[config.mk]
export PLATFORM = sky130hd
export DESIGN_NAME = store_aligner
export DESIGN_NICKNAME = d
export VERILOG_FILES = /design/src/rtl/store_aligner_pkg.sv /design/src/rtl/store_addr_check.sv /design/src/rtl/store_aligner.sv
export SDC_FILE = /design/constraint.sdc
export NUM_CORES = 1
export LEC_CHECK = 0
export ABC_AREA = 1
export BUFFER_PORTS_ARGS = -buffer_cell sky130_fd_sc_hd__buf_2
export CAP_MARGIN = 20
export CORE_MARGIN = 4
export CORE_UTILIZATION = 49
export CTS_BUF_LIST = sky130_fd_sc_hd__clkbuf_8
export CTS_CLUSTER_DIAMETER = 200
export DETAILED_ROUTE_END_ITERATION = 7
export GPL_TIMING_DRIVEN = 0
export PLACE_DENSITY = 0.83
export SYNTH_ARGS = -nofsm -noshare
export SYNTH_HDL_FRONTEND = slang
export SYNTH_SLANG_ARGS = --single-unit
[constraint.sdc]
create_clock -name clk -period 2.62 [get_ports clk]
set_input_delay 0.524 -clock clk [delete_from_list [all_inputs] [get_ports clk]]
set_output_delay 0.524 -clock clk [all_outputs]
set_load 0.02 [all_outputs]
[src/rtl/store_aligner_pkg.sv]
// Shared definitions for the P7 memory-stage store path.
// Store-type codes, memory-map constants and the AdES exception code.
package store_aligner_pkg;

  localparam logic [1:0] ST_W   = 2'b00;
  localparam logic [1:0] ST_H   = 2'b01;
  localparam logic [1:0] ST_B   = 2'b10;
  localparam logic [1:0] ST_NOP = 2'b11;

  localparam logic [31:0] DM_END   = 32'h0000_2FFF;
  localparam logic [31:0] TC0_BASE = 32'h0000_7F00;
  localparam logic [31:0] TC1_BASE = 32'h0000_7F10;
  localparam logic [31:0] IG_BASE  = 32'h0000_7F20;
  localparam logic [31:0] TC_WIN   = 32'd12;
  localparam logic [31:0] IG_WIN   = 32'd4;
  localparam logic [31:0] TC_COUNT = 32'd8;

  localparam logic [4:0] EXC_ADES = 5'd5;

  typedef enum logic {
    IDLE = 1'b0,
    WAIT = 1'b1
  } state_t;

endpackage

[src/rtl/store_addr_check.sv]
// Combinational store legality check against the P7 memory map.
// Flags misalignment, unmapped targets, sub-word device stores and timer COUNT writes.
module store_addr_check
  import store_aligner_pkg::*;
(
  input  logic [31:0] addr,
  input  logic [1:0]  st_type,
  output logic        ades
);

  logic in_dm, in_tc0, in_tc1, in_ig, in_dev, misalign, count_wr;

  assign in_dm  = (addr <= DM_END);
  assign in_tc0 = (addr >= TC0_BASE) && (addr < TC0_BASE + TC_WIN);
  assign in_tc1 = (addr >= TC1_BASE) && (addr < TC1_BASE + TC_WIN);
  assign in_ig  = (addr >= IG_BASE)  && (addr < IG_BASE + IG_WIN);
  assign in_dev = in_tc0 || in_tc1 || in_ig;

  assign misalign = ((st_type == ST_W) && (addr[1:0] != 2'b00)) ||
                    ((st_type == ST_H) && addr[0]);

  // COUNT registers are read-only from the store path
  assign count_wr = (st_type == ST_W) &&
                    ((addr == TC0_BASE + TC_COUNT) || (addr == TC1_BASE + TC_COUNT));

  assign ades = misalign || !(in_dm || in_dev) ||
                ((st_type != ST_W) && in_dev) || count_wr;

endmodule

[src/rtl/store_aligner.sv]
// P7 M-stage store aligner: lane/byte-enable narrowing, AdES detection and a
// valid/ready write request to the bridge, stalling the pipeline while pending.
module store_aligner
  import store_aligner_pkg::*;
(
  input  logic        clk,
  input  logic        reset,
  input  logic        req_valid,
  input  logic [1:0]  req_type,
  input  logic [31:0] addr,
  input  logic [31:0] wdata,
  input  logic        flush,
  input  logic        mem_ready,
  output logic        m_valid,
  output logic [31:0] m_addr,
  output logic [31:0] m_wdata,
  output logic [3:0]  m_byteen,
  output logic        stall,
  output logic        exc_ades,
  output logic        done
);

  state_t      state, state_nxt;
  logic        m_valid_nxt, exc_nxt, done_nxt;
  logic [31:0] m_addr_nxt, m_wdata_nxt;
  logic [3:0]  m_byteen_nxt;
  logic        ades, accept;
  logic [31:0] lane_data;
  logic [3:0]  lane_be;

  store_addr_check u_check (
    .addr    (addr),
    .st_type (req_type),
    .ades    (ades)
  );

  assign accept = (state == IDLE) && req_valid && !flush && (req_type != ST_NOP);

  always_comb begin
    lane_data = wdata;
    lane_be   = 4'b1111;
    case (req_type)
      ST_H: begin
        lane_data = {wdata[15:0], wdata[15:0]};
        lane_be   = addr[1] ? 4'b1100 : 4'b0011;
      end
      ST_B: begin
        lane_data = {4{wdata[7:0]}};
        lane_be   = 4'b0001 << addr[1:0];
      end
      default: ;
    endcase
  end

  always_comb begin
    state_nxt    = state;
    m_valid_nxt  = m_valid;
    m_addr_nxt   = m_addr;
    m_wdata_nxt  = m_wdata;
    m_byteen_nxt = m_byteen;
    exc_nxt      = 1'b0;
    done_nxt     = 1'b0;
    stall        = 1'b0;
    case (state)
      IDLE: begin
        if (accept && ades) begin
          exc_nxt = 1'b1;
        end else if (accept) begin
          stall        = 1'b1;
          m_valid_nxt  = 1'b1;
          m_addr_nxt   = {addr[31:2], 2'b00};
          m_wdata_nxt  = lane_data;
          m_byteen_nxt = lane_be;
          state_nxt    = WAIT;
        end
      end
      WAIT: begin
        stall = 1'b1;
        // an accepted write wins over a same-cycle flush
        if (mem_ready) begin
          done_nxt    = 1'b1;
          m_valid_nxt = 1'b0;
          state_nxt   = IDLE;
        end else if (flush) begin
          m_valid_nxt = 1'b0;
          state_nxt   = IDLE;
        end
      end
      default: state_nxt = IDLE;
    endcase
  end

  always_ff @(posedge clk) begin
    if (reset) begin
      state    <= IDLE;
      m_valid  <= 1'b0;
      m_addr   <= '0;
      m_wdata  <= '0;
      m_byteen <= '0;
      exc_ades <= 1'b0;
      done     <= 1'b0;
    end else begin
      state    <= state_nxt;
      m_valid  <= m_valid_nxt;
      m_addr   <= m_addr_nxt;
      m_wdata  <= m_wdata_nxt;
      m_byteen <= m_byteen_nxt;
      exc_ades <= exc_nxt;
      done     <= done_nxt;
    end
  end

endmodule
==> After elaboration in Yosys (flattened, before gate mapping) <==
Cells that the tools add are included.
{ "totals": {"regBits": 70, "latchBits": 0, "ramBits": 0, "romBits": 0, "input_bits": 71, "elab_cells": 69, "mem_count": 0} }
{ "op_classes": {"add_sub_neg": 0, "mul": 0, "div_mod_pow": 0, "magnitude_cmp": 7, "eq_ne": 8, "shifts": 1, "mux": 16, "bitwise": 2, "reduce_logical": 28} }
{ "op_table": {"columns": ["op", "count"], "rows": [
  ["$ge A32 B15 Y1 const B", 3],
  ["$lt A32 B15 Y1 const B", 3],
  ["$eq A32 B15 Y1 const B", 2],
  ["$pmux W32 S2", 1],
  ["$le A32 B14 Y1 const B", 1],
  ["$logic_and A1 B1 Y1", 11],
  ["$mux W1", 10],
  ["$logic_or A1 B1 Y1", 8],
  ["$pmux W4 S2", 1],
  ["$ne A2 B2 Y1 const B", 3],
  ["$pmux W1 S2", 3],
  ["$reduce_and A3 Y1", 2],
  ["$mux W4", 1],
  ["$reduce_bool A2 Y1", 2],
  ["$reduce_or A2 Y1", 2],
  ["$shl A1 B2 Y4 const A", 1],
  ["$ne A3 B3 Y1 const B", 1],
  ["$eq A2 B1 Y1 const B", 1],
  ["$eq A2 B2 Y1 const B", 1],
  ["$logic_not A1 Y1", 2],
  ["$logic_not A2 Y1", 1],
  ["$not A1 Y1", 2]
]} }

==> Depth between registers and ports, before layout <==
{ "logic_depth": {"ltp_word": 12, "mapped_depth": 15, "mapped_depth_nobuf": 13} }

==> Modules after synthesis <==
From an unflattened synthesis, not the netlist that was laid out.
{ "unflattened": {"hier_cells": 611, "hier_area_um2": 3569.7} }
{ "by_module_without_submodules": {"columns": ["mod", "instances", "cells_per_inst", "area_per_inst_um2", "seq_area_each_um2"], "rows": [
  ["store_aligner", 1, 555, 3348.2, 1401.3],
  ["store_addr_check", 1, 56, 221.5, 0.0]
]} }

==> Least setup slack after synthesis <==
No wires, ideal clock.
{ "synth_timing": {"path_kind": "input-to-output", "from": "input port req_type[0]", "to": "output port stall", "arrival_time_ns": 1.874, "slack_ns": 0.222, "path_stages": 13, "n_path_buf": 2, "cell_sequence": "inv_1 > ha_1 > inv_1 > nor2_1 > nor2_1 > nand2_1 > nor2_1 > nand3_1 > nor2_4 > nand2_2 > buf_6 > buf_2 > nand2_1"} }
{ "synth_via": {"elab_chain_len": 9} }
{ "synth_rtl": {"columns": ["item", "line", "rtl"], "rows": [
  ["from (decl)", "store_aligner.sv:9", "input logic [1:0] req_type,"],
  ["$eq A2 B1 Y1 or $logic_not A2 Y1 (tied branches)", "store_addr_check.sv:20, store_addr_check.sv:19, store_addr_check.sv:23", null],
  ["$logic_and A1 B1 Y1 (on tied branches)", "store_addr_check.sv:20, store_addr_check.sv:19", null],
  ["$logic_or A1 B1 Y1", "store_addr_check.sv:19", "assign misalign = ((st_type == ST_W) && (addr[1:0] != 2'b00)) ||"],
  ["$logic_or A1 B1 Y1 (2 in a row)", "store_addr_check.sv:26", "assign ades = misalign || !(in_dm || in_dev) ||"],
  ["$logic_or A1 B1 Y1", "store_addr_check.sv:27", "((st_type != ST_W) && in_dev) || count_wr;"],
  ["$logic_and A1 B1 Y1", "store_aligner.sv:66", "if (accept && ades) begin"],
  ["$mux W1 *", "store_aligner.sv:66", null],
  ["$pmux W1 S2 *", "store_aligner.sv:64", "case (state)"],
  ["to (decl)", "store_aligner.sv:18", "output logic stall,"]
]} }
Mark *: on every way between the ends. The rest lies on a longest branch, timed or not.

==> Worst setup path after layout <==
Same ends and word-level chain as after synthesis.

==> out/qor.yml <==
grt_first_pass_wirelength_um: 15200
clock_latency_ns: 0.34
crit_fanout: 5
avgViaCountPerCell: 4.74
fin_worst_skew_ns: 0.0114
start_util_pct: 51.2
clk_pin_slew_worst_paths_ns: 0.08
leakage_uw: 0.00250
layout-drive-gt1-share_pct: 26.1
syn_to_final_growth_pct: 30.5
fin_cells: 744
hpwl_um: 7330
cts_buffer_depth: 2
num-fill-cells: 621
ys_warn_count: 0
setup_viol: 0
clkSinkCount: 70
cp-end-kind: "primary output"
pwr-share-seq_pct: 52.0
antenna_found_initial: 0
dr.first_iter.drc_count: 194
finalPower_uw: 2040
slew_headroom_pct: 60.7
syn_area_um2: 3290
syn_area_per_cell_um2: 6.47
peakVddDrop_mv: 0.347
port_buffers: 140
cp.arrival_ns: 1.92
swShare_pct: 27.5
core_um2: 6420
cts_tree: "built"
ys_seq_elements: 70
power_density_nw_per_um2: 477
drcViolationCount: 0
worst_slew_pin_slew_ns: 0.586
critical_path_class: "input pin to primary output"
p_clk_share_pct: 38.0
postSynthCellCount: 508
synth.distinct_cells: 22
fmax_ghz: 0.409
cp.required_ns: 2.10
power.internal_uw: 1480
hp-class: "input pin to flip-flop"
post-route-util_pct: 66.7
worstSetupStartpointType: "input pin"
wirelength_um: 9530
dp_slack_ns: -0.185
post-route-period-util_pct: 93.4
place_inst: 726
nets: 737
fin_crit_ns: 2.45
vias: 3526
combPwrFrac_pct: 10.0
drv_cap: 0
ant_nets: 0
num_antenna_cells: 0
io_pins: 143
p_sw_uw: 561
status: "complete, no violations"
cts_buffers: 9
grt.overflow.total: 0
placementRows: 29
grt_max_degree: 14
grt_usage_pct: 22.9
cts_root_buf: "clkbuf_8"
first_pass_iters: 5
rsz0062_at_grt: "no"
rrSetupSlack_ns: 0.69
gp_congestion: 0.890
fp.dieArea_um2: 8080
die_y_um: 89.9
maxSlewViolCount: 0
htreeDepth: 3
synth-seq-area-share_pct: 42.7
hold_buffers: 0
avgRoutedWirePerCell_um: 12.8
fin_ws_ns: 0.173
setup_tns_ns: 0
hold_violations: 0
die_w_um: 89.9
first_global_vias: 3332
timing repair:
| action | CTS | global route |
|---|---|---|
| endpoints found under the setup margin | 1 | 1 |
| pin swaps | 1 | 0 |
| resized for setup | 2 | 0 |
| buffers inserted | 2 | 1 |
kinds of logic after synthesis:
kind of cell / share of synthesized area (%)
AND/OR/NAND/NOR: 34.4
buffers and inverters: 13.0
flip-flops: 42.7
AO/OA/AOI/OAI: 8.30
adder cells (fa/ha/maj): 1.52
other: 0.114
sequential cells by signal, summed over array words and instances (netlist names):
name      cells
state         1
m_byteen      4
m_valid       1
exc_ades      1
m_wdata      32
done          1
m_addr       30
synth_stat cells:
cell type	instances	area share (%)
nor2_4	1	0.34
nor3_2	1	0.30
inv_1	71	8.1
nand2_1	143	16
a21oi_1	20	3.0
nand3b_1	3	0.69
buf_6	3	1.0
buf_2	9	1.4
dfxtp_1	70	43
o21ai_0	33	5.0
nor3b_1	1	0.23
conb_1	1	0.11
a22oi_1	1	0.23
nand3_1	30	4.6
nand4_1	9	1.7
nor3_1	2	0.30
ha_1	4	1.5
clkinv_1	2	0.23
nor2_1	85	9.7
clkbuf_1	16	1.8
nand2_2	1	0.19
buf_4	2	0.46
area by class of cell:
| cell class | count | area (µm²) | area share [%] |
|---|---|---|---|
| Buffer | 29 | 153 | 3.56 |
| Clock buffer | 9 | 124 | 2.89 |
| Clock inverter | 7 | 52.6 | 1.23 |
| Inverter | 73 | 274 | 6.39 |
| Multi-Input combinational cell | 336 | 1460 | 34.1 |
| Sequential cell | 70 | 1400 | 32.7 |
| Tap cell | 77 | 96.3 | 2.25 |
| Timing Repair Buffer | 143 | 726 | 16.9 |
layout by cell type (no fill, tap or decap), types with 3 or more instances in the layout:
master        n
buf_4         6
nand2_1     143
nand3_1      30
o21ai_0      33
nor2_1       85
dfxtp_1      70
nand4_1       9
ha_1          4
clkbuf_8      9
clkinvlp_4    3
inv_1        72
clkinv_4      3
a21oi_1      20
clkbuf_1     16
nand3b_1      3
buf_2       147
per-layer routing:
layer | wire length [µm] | up-vias | part of all wire, % | GRT usage (%)
li1 | - | 1854 | - | -
met1 | 4110 | 1534 | 43 | 27.8
met2 | 4470 | 118 | 47 | 38.3
met3 | 703 | 20 | 7.4 | 6.01
met4 | 242 | 0 | 2.5 | 9.95
met5 | 0 | - | 0 | 0
worst max-delay path, stage by stage:
cell	delay, ns
buf_2	0.10
inv_1	0.05
ha_1	0.19
inv_1	0.09
nor2_1	0.06
nor2_1	0.08
nand2_1	0.05
nor2_1	0.08
nand3_1	0.11
nor2_4	0.14
nand2_2	0.08
buf_8	0.16
nand2_1	0.05
buf_4	0.14
final timing paths:
path                                        from                endpoint  depth (start not counted)
worst max-delay path                 req_type[0]                   stall                         14
worst min-delay path                   mem_ready         done$_SDFF_PP0_                          3
worst min register to register  state$_SDFF_PP0_         done$_SDFF_PP0_                          2
worst max register to register  state$_SDFF_PP0_  m_addr[8]$_SDFFE_PP0P_                          9
stage by stage:
step | hold WS (ns) | area [µm²]
floorplan | 0.410 | 3290
global placement | 0.417 | 4090
detailed placement | 0.424 | 4090
CTS | 0.400 | 4280
global route | 0.427 | 4290
finish | 0.412 | 4290
power by group through the flow:
stage	Clock, µW	Combinational [µW]	Sequential [µW]
floorplan	0	104	1090
finish	777	204	1060
detailed placement	0	201	1090
global route	828	228	1060
global placement	0	198	1090
CTS	783	202	1060
Power figures use the tool's default switching activity.
